[src/rtl/xor4_parity_arb_pkg.sv]
// rtl/xor4_parity_arb_pkg.sv - shared constants and FSM encoding for xor4_parity_arb
//
// Purpose: single home for the controller state encoding, the requester
// count and the nibble width used by the parity arbiter and its XOR4 cell.
package xor4_parity_arb_pkg;

  localparam int NUM_REQ = 4;  // requesters served by the arbiter
  localparam int NIB_W   = 4;  // bits consumed per CALC cycle

  typedef enum logic [1:0] {
    ST_IDLE = 2'd0,
    ST_CALC = 2'd1,
    ST_DONE = 2'd2
  } state_e;

endpackage

[src/rtl/xor4_parity_arb_xor4.sv]
// rtl/xor4_parity_arb_xor4.sv - four-input XOR equation cell
//
// Purpose: the one shared parity reduction element of the datapath; the
// top feeds it one nibble per cycle.
// Ports:
//   nib_i  in  4  nibble to reduce
//   par_o  out 1  XOR of the four nibble bits
module xor4_parity_arb_xor4
  import xor4_parity_arb_pkg::*;
(
  input  logic [NIB_W-1:0] nib_i,
  output logic             par_o
);

  assign par_o = nib_i[0] ^ nib_i[1] ^ nib_i[2] ^ nib_i[3];

endmodule

[src/rtl/xor4_parity_arb.sv]
// rtl/xor4_parity_arb.sv - round-robin arbiter computing serial word parity
//
// Purpose: grants one of four requesters, captures its word and folds it
// nibble by nibble through a single XOR4 cell, then reports the parity,
// the requester index and a one-cycle ack.
// Ports:
//   i_clk     in  1          clock, rising edge
//   i_rst_n   in  1          asynchronous active-low reset
//   i_req     in  4          level requests, bit k = requester k
//   i_data    in  4*WORD_W   requester k word at [k*WORD_W +: WORD_W]
//   o_gnt     out 4          one-hot grant, grant edge through DONE
//   o_ack     out 4          one-hot ack pulse in DONE
//   o_valid   out 1          result valid pulse in DONE
//   o_parity  out 1          XOR of all bits of the granted word
//   o_id      out 2          granted requester index
//   o_busy    out 1          high in CALC and DONE
module xor4_parity_arb
  import xor4_parity_arb_pkg::*;
#(
  parameter int WORD_W = 16
) (
  input  logic                    i_clk,
  input  logic                    i_rst_n,
  input  logic [NUM_REQ-1:0]      i_req,
  input  logic [NUM_REQ*WORD_W-1:0] i_data,
  output logic [NUM_REQ-1:0]      o_gnt,
  output logic [NUM_REQ-1:0]      o_ack,
  output logic                    o_valid,
  output logic                    o_parity,
  output logic [1:0]              o_id,
  output logic                    o_busy
);

  localparam int NIB   = WORD_W / NIB_W;
  localparam int CNT_W = (NIB > 1) ? $clog2(NIB) : 1;

  state_e               state_q, state_d;
  logic [1:0]           rr_ptr_q, rr_ptr_d;
  logic [1:0]           id_q, id_d;
  logic [NUM_REQ-1:0]   gnt_q, gnt_d;
  logic [WORD_W-1:0]    shift_q, shift_d;
  logic                 acc_q, acc_d;
  logic [CNT_W-1:0]     cnt_q, cnt_d;

  logic                 xor4_out;
  logic                 pick_vld;
  logic [1:0]           pick_idx;
  logic [1:0]           cand;

  xor4_parity_arb_xor4 u_xor4 (
    .nib_i (shift_q[NIB_W-1:0]),
    .par_o (xor4_out)
  );

  // Round-robin search. Walking offsets from the far end down to 0 lets the
  // closest asserted request to rr_ptr overwrite any farther one.
  always_comb begin
    pick_vld = 1'b0;
    pick_idx = rr_ptr_q;
    cand     = rr_ptr_q;
    for (int i = NUM_REQ - 1; i >= 0; i--) begin
      cand = rr_ptr_q + 2'(i);
      if (i_req[cand]) begin
        pick_vld = 1'b1;
        pick_idx = cand;
      end
    end
  end

  always_comb begin
    state_d  = state_q;
    rr_ptr_d = rr_ptr_q;
    id_d     = id_q;
    gnt_d    = gnt_q;
    shift_d  = shift_q;
    acc_d    = acc_q;
    cnt_d    = cnt_q;
    case (state_q)
      ST_IDLE: begin
        if (pick_vld) begin
          state_d = ST_CALC;
          id_d    = pick_idx;
          gnt_d   = NUM_REQ'(1) << pick_idx;
          shift_d = i_data[int'(pick_idx) * WORD_W +: WORD_W];
          acc_d   = 1'b0;
          cnt_d   = '0;
        end
      end
      ST_CALC: begin
        acc_d   = acc_q ^ xor4_out;
        shift_d = shift_q >> NIB_W;
        cnt_d   = cnt_q + CNT_W'(1);
        // Last nibble is being folded this cycle.
        if (cnt_q == CNT_W'(NIB - 1)) begin
          state_d = ST_DONE;
        end
      end
      ST_DONE: begin
        rr_ptr_d = id_q + 2'd1;
        gnt_d    = '0;
        state_d  = ST_IDLE;
      end
      default: begin
        state_d = ST_IDLE;
        gnt_d   = '0;
      end
    endcase
  end

  always_ff @(posedge i_clk or negedge i_rst_n) begin
    if (!i_rst_n) begin
      state_q  <= ST_IDLE;
      rr_ptr_q <= 2'd0;
      id_q     <= 2'd0;
      gnt_q    <= '0;
      shift_q  <= '0;
      acc_q    <= 1'b0;
      cnt_q    <= '0;
    end else begin
      state_q  <= state_d;
      rr_ptr_q <= rr_ptr_d;
      id_q     <= id_d;
      gnt_q    <= gnt_d;
      shift_q  <= shift_d;
      acc_q    <= acc_d;
      cnt_q    <= cnt_d;
    end
  end

  // Outputs decode straight from registered state so reset clears them
  // without waiting for an edge.
  assign o_gnt    = gnt_q;
  assign o_valid  = (state_q == ST_DONE);
  assign o_ack    = (state_q == ST_DONE) ? gnt_q : '0;
  assign o_parity = (state_q == ST_DONE) & acc_q;
  assign o_id     = (state_q == ST_DONE) ? id_q : 2'd0;
  assign o_busy   = (state_q != ST_IDLE);

endmodule

[config.mk]
export PLATFORM = sky130hd
export DESIGN_NAME = xor4_parity_arb
export DESIGN_NICKNAME = d
export VERILOG_FILES = /design/src/rtl/xor4_parity_arb_pkg.sv /design/src/rtl/xor4_parity_arb_xor4.sv /design/src/rtl/xor4_parity_arb.sv
export SDC_FILE = /design/constraint.sdc
export NUM_CORES = 1
export LEC_CHECK = 0
export ABC_AREA = 1
export CAP_MARGIN = 20
export CORE_ASPECT_RATIO = 1.4
export CORE_MARGIN = 2
export CORE_UTILIZATION = 46
export CTS_BUF_LIST = sky130_fd_sc_hd__clkbuf_8
export CTS_CLUSTER_SIZE = 20
export DETAILED_ROUTE_END_ITERATION = 10
export GPL_ROUTABILITY_DRIVEN = 0
export GPL_TIMING_DRIVEN = 0
export PLACE_DENSITY = 0.82
export SLEW_MARGIN = 20
export SYNTH_ARGS = -nofsm -noshare
export SYNTH_HDL_FRONTEND = slang
export SYNTH_SLANG_ARGS = --single-unit
[constraint.sdc]
create_clock -name i_clk -period 2.5 [get_ports i_clk]
set_clock_uncertainty 0.05 [all_clocks]
set_input_delay 0.5 -clock i_clk [delete_from_list [all_inputs] [get_ports i_clk]]
set_output_delay 0.5 -clock i_clk [all_outputs]
set_load 0.01 [all_outputs]
* Word-level counts from Yosys, hierarchy flattened
Cells that the tools add are included. Widths: inputs -> output; s select.
Cells by class: equal/unequal tests 5, bitwise gates (word level) 6, reductions and logical operators 7, magnitude comparators 4, shift-type cells 2, muxes and demuxes 29, div/mod/pow operators 0, add/subtract/negate cells 5, multipliers 0
Operators by type and width (count):
- $shiftx 64x7->16 | 1
- $pmux 16 s2 | 1
- $mux 16 | 1
- $mux 2 | 8
- $lt 2x3->1 const B | 4
- $mux 1 | 9
- $bmux 1 s2 | 4
- $mux 4 | 2
- $pmux 2 s2 | 2
- $pmux 4 s2 | 1
- $reduce_and 2->1 | 4
- $add 2x1->2 const B | 3
- $add 2x2->2 const B | 2
- $eq 2x2->1 const B | 2
- $ne 2x2->1 const B | 2
- $reduce_bool 2->1 | 2
- $shl 1x2->4 const A | 1
- $xor 1x1->1 | 4
- $eq 2x1->1 const B | 1
- $logic_not 2->1 | 1
- $pmux 1 s2 | 1
- $and 1x1->1 | 1
- $not 1->1 | 1
Storage, ports and cells: bits in writable memories 0, bits in latches 0, output and inout bits 13, logic and storage cells 65, register bits after elaboration 29, bits in read-only memories 0, memories kept 0, input bits 70

* Longest topological paths before layout
depth after elaboration 10, gate-level depth with buffers 18, depth with buffers taken out 16

* Cells and area by module
From an unflattened synthesis, not the netlist that was laid out.
Unflattened totals: cells, all modules 388, area total of the unflattened synthesis 2413.6 um^2
By module, submodules not included:
- xor4_parity_arb | cells each 373, sequential area each 725.7 um^2, instances 1, area an instance 2349.8 um^2
- xor4_parity_arb_xor4 | cells each 15, sequential area each 0.0 um^2, instances 1, area an instance 63.8 um^2

* Least setup slack after synthesis
Ideal clock, no wire load.
kind reg-to-reg, start register rr_ptr_q[0], end register shift_q[5], arrival time 1.595 ns, cell stages (with the launch flop) 19, clock period less this slack 1.762 ns, data required time 2.333 ns, buffers on the path 2, library setup time 0.117 ns, slack 0.738 ns, cell sequence dfrtp_1 > buf_6 > inv_8 > nand2_1 > nand2_2 > nand2_1 > nand2_1 > inv_2 > nand2_2 > nand3_2 > nand2_4 > nand2_4 > buf_6 > nand2_1 > nand2_1 > nand2_1 > nand2_1 > nand2_1 > nand2_1
Between the ends: word-level cells in the longest chain between the ends 10, elaborated cells between the ends (all ways) 24, classes of those cells add/sub: 3; eq/ne: 1; shift: 1; mux: 18; reduce/logical: 1
RTL lines:
- from (decl) | line xor4_parity_arb.sv:38 | logic [1:0] rr_ptr_q, rr_ptr_d;
- from (signal assigned) | line xor4_parity_arb.sv:121 | rr_ptr_q <= rr_ptr_d;
- $add 2x2->2 | line xor4_parity_arb.sv:62 | cand = rr_ptr_q + 2'(i);
- $bmux 1 s2 | line xor4_parity_arb.sv:63 | if (i_req[cand]) begin
- $mux 1 (implied by the code) | line xor4_parity_arb.sv:63
- $mux 2 (4 in a row) | line xor4_parity_arb.sv:63
- $shiftx 64x7->16 | line xor4_parity_arb.sv:84 | shift_d = i_data[int'(pick_idx) * WORD_W +: WORD_W];
- $mux 16 | line xor4_parity_arb.sv:80 | if (pick_vld) begin
- $pmux 16 s2 | line xor4_parity_arb.sv:78 | case (state_q)
- to (signal assigned) | line xor4_parity_arb.sv:124 | shift_q <= shift_d;
- to (decl) | line xor4_parity_arb.sv:41 | logic [WORD_W-1:0] shift_q, shift_d;
Parallel ways exist; a longest one is shown, timed or not. The select of a mux whose other input is x is not followed. A chain may end at the register's enable or synchronous reset.

* Worst setup path in the final report
start register state_q[1], end output o_id[1]
Between the ends: word-level cells in the longest chain between the ends 2
RTL lines:
- from (decl) | line xor4_parity_arb.sv:37 | state_e state_q, state_d;
- from (signal assigned) | line xor4_parity_arb.sv:120 | state_q <= state_d;
- $eq 2x2->1 | line xor4_parity_arb.sv:136 | assign o_id = (state_q == ST_DONE) ? id_q : 2'd0;
- $mux 2 | line xor4_parity_arb.sv:136
- to (decl) | line xor4_parity_arb.sv:30 | output logic [1:0] o_id,
No other way between the ends.

==> flow_summary.toml <==
[setup_path]
r2r_slack_ns = 0.39
end_kind = "output pin"
arrival_ns = 1.72
r2r-end = "shift_q[2]"
reg2reg_from = "rr_ptr_q[0]"
cp-start-kind = "register"
path_class = "reg -> out"
r2r_cells = 15
cp.required_ns = 1.95
crit_fanout = 9

[power_and_ir_drop]
ir_worst_vdd_mv = 0.8030
p_leak_nw = 1.730
power.density_nw_per_um2 = 1407

[floorplan]
initial_core_util_pct = 47.21
die-area_um2 = 5517
core_area_um2 = 4805
die_w_um = 63.35
die_h_um = 87.09
placementRows = 30
pin_count = 83

[synthesis]
synth_area_leader_cell = "dfrtp_1"
synth.avg_cell_area_um2 = 6.098
synth.distinct_cells = 26
synth-main-ff-cell = "dfrtp_1"
synth.most_common_cell = "nand2_1"
syn_area_um2 = 2268
synth-seq-area-share_pct = 31.99
yosysWarnings = 0
ys_async_sr_fraction_pct = 100.0
yosys-top-cells-count = "186 x nand2_1, 39 x nand3_1, 37 x inv_1"
syn_nets = 443
synth_seq_cells = 29
ys_top_cells_by_area = "dfrtp_1 32%, nand2_1 31%, nand3_1 8.6%"
synth.top_cell.area_share_pct = 31.99
synth_cells = 372
synth_edf_count = 0

[global_routing]
grt_pass1_wl_um = 10650
grtUsageTotal_pct = 23.93
first_global_vias = 2557
grt_max_degree = 30
antenna_found_initial = 0
grt_overflow = 0

[placed_design]
portBuffers = 82
dp_hpwl_um = 4926
place_inst = 518
placed_area_um2 = 3164

[status]
status = "completed"

[sta]
hold_viol_final = 0
max_freq_mhz = 440.8
setup_viol = 0
finalCriticalPeriod_ns = 2.269
report.final.slew_viol_count = 0
rsz0062_at_grt = "false"
relSlewSlack_pct = 57.18
worst_pin_slew_ns = 0.6424
period_share_pct = 90.74

[cells_and_area]
finish.instance_area_um2 = 3283
fin_cells = 526
nNetsFinal = 532
area_growth_pct = 44.73
antennaDiodeCount = 0
layout-drive-gt1-share_pct = 9.307

[drt]
via_per_inst = 4.829
drtPass1Iterations = 4
wl_per_cell_um = 11.56
finalWirelength_um = 6083
ant_nets = 0
vias = 2540
drtIter0Drc = 92
drc = 0

[clocking]
cts-htree-levels = 2
cts_resized = 0
cts_tree = "done"
clk_pin_slew_ns = 0.06
numClockSinks = 29
cts_buffers = 5
cts_hold_buffers = 0
cts_root_buf = "clkbuf_8"
clockBufferDepth = 2
clkLatencyLatePin_ns = 0.28
cts_setup_buffers = 0

[hold_path]
worstHoldPathType = "in -> async"

[job]
maxCapViolations = 0
[metrics by stage]
| step | total power, mW | hold WS [ns] | setup slack (ns) | utilization (%) | setup TNS (ns) |
|---|---|---|---|---|---|
| global placement | 4.010 | 0.4085 | 0.05873 | 65.96 | 0 |
| CTS | 4.628 | 0.2003 | 0.03714 | 68.28 | 0 |
| floorplan | 3.295 | 0.1544 | 0.7383 | - | 0 |
| detailed placement | 4.111 | 0.4158 | -0.05081 | 65.86 | -0.1168 |
| finish | 4.619 | 0.1856 | 0.2314 | 68.33 | 0 |
| global route | 5.156 | 0.2277 | 0.01573 | 68.33 | 0 |
[flip-flops by register name, indices dropped and copies added, names as in the netlist]
| register | count |
|---|---|
| shift_q | 16 |
| cnt_q | 2 |
| acc_q | 1 |
| state_q | 2 |
| id_q | 2 |
| rr_ptr_q | 2 |
| o_gnt | 4 |
[worst max path at each step]
stage | start | end | slack (ns) | cells past startpoint
after detailed placement | i_req[3] | shift_q[2] | -0.05 | 14
after floorplan | rr_ptr_q[0] | shift_q[5] | 0.74 | 18
after CTS | state_q[0] | o_id[0] | 0.04 | 4
after global routing | i_req[2] | shift_q[2] | 0.02 | 14
final | state_q[1] | o_id[1] | 0.23 | 5
after global placement | i_req[3] | shift_q[1] | 0.06 | 14
[cells by family (layout without fill, tap and decap cells)]
| family | Yosys count | count (layout) | share of synthesized area, % |
|---|---|---|---|
| and+or+nand+nor | 252 | 252 | 46.61 |
| buffers and inverters | 62 | 152 | 12.91 |
| DFF | 29 | 29 | 31.99 |
| AOI/OAI and AO/OA | 24 | 24 | 6.399 |
| xor gates and xnor gates | 4 | 4 | 1.545 |
| adders and majority gates | 1 | 1 | 0.5515 |
[worst max-delay path: stages (launching register included)]
cell and delay (ns):
dfrtp_1 0.36, inv_1 0.06, nor2_1 0.15, inv_2 0.11, nor2_1 0.18, clkdlybuf4s50_1 0.57
[placed cells by master, fill, tap and decap left out]
cell	synthesis	layout
clkbuf_8	0	6
nand3_1	39	39
a22oi_1	1	1
nand4_4	1	1
dfrtp_1	29	29
clkbuf_1	1	1
clkdlybuf4s50_1	0	81
nand2_1	186	186
nand4_1	1	1
bufinv_16	0	1
o32ai_2	1	1
buf_4	1	1
a21oi_1	3	3
inv_2	5	6
nand2_2	6	6
inv_8	1	1
o21ai_0	12	12
o22ai_1	6	6
buf_2	9	10
xor2_1	2	2
nand2_4	2	2
inv_1	37	38
buf_6	5	5
nor2_2	0	1
nor2_1	15	14
a22o_1	1	1
clkinv_1	3	2
xnor2_1	2	2
nand3_2	2	2
ha_1	1	1
[power breakdown]
| part | internal (mW) | total, mW | leakage (nW) | switching (mW) |
|---|---|---|---|---|
| sequential | 0.689 | 0.797 | 0.365 | 0.108 |
| clock | 0.320 | 0.493 | 0.0626 | 0.173 |
| combinational | 1.24 | 3.33 | 1.30 | 2.09 |
[area by class of cell]
class	instances	area (um2)
buffer	16	112.6
clock buffer	6	82.58
clock inverter	2	33.78
fill	458	1521
inverter	46	180.2
multi-input combinational	281	1252
sequential	29	725.7
tap	64	80.08
timing repair buffer	82	815.8
[routing by layer]
layer | wire [um] | part of all wire, % | global-route usage, %
met4 | 98 | 1.6 | 9.486
met1 | 2359 | 39 | 25.98
met5 | 0 | 0 | 0
met2 | 3205 | 53 | 45.26
met3 | 419 | 6.9 | 4.528
No activity file was read; power rests on OpenSTA's default activity.
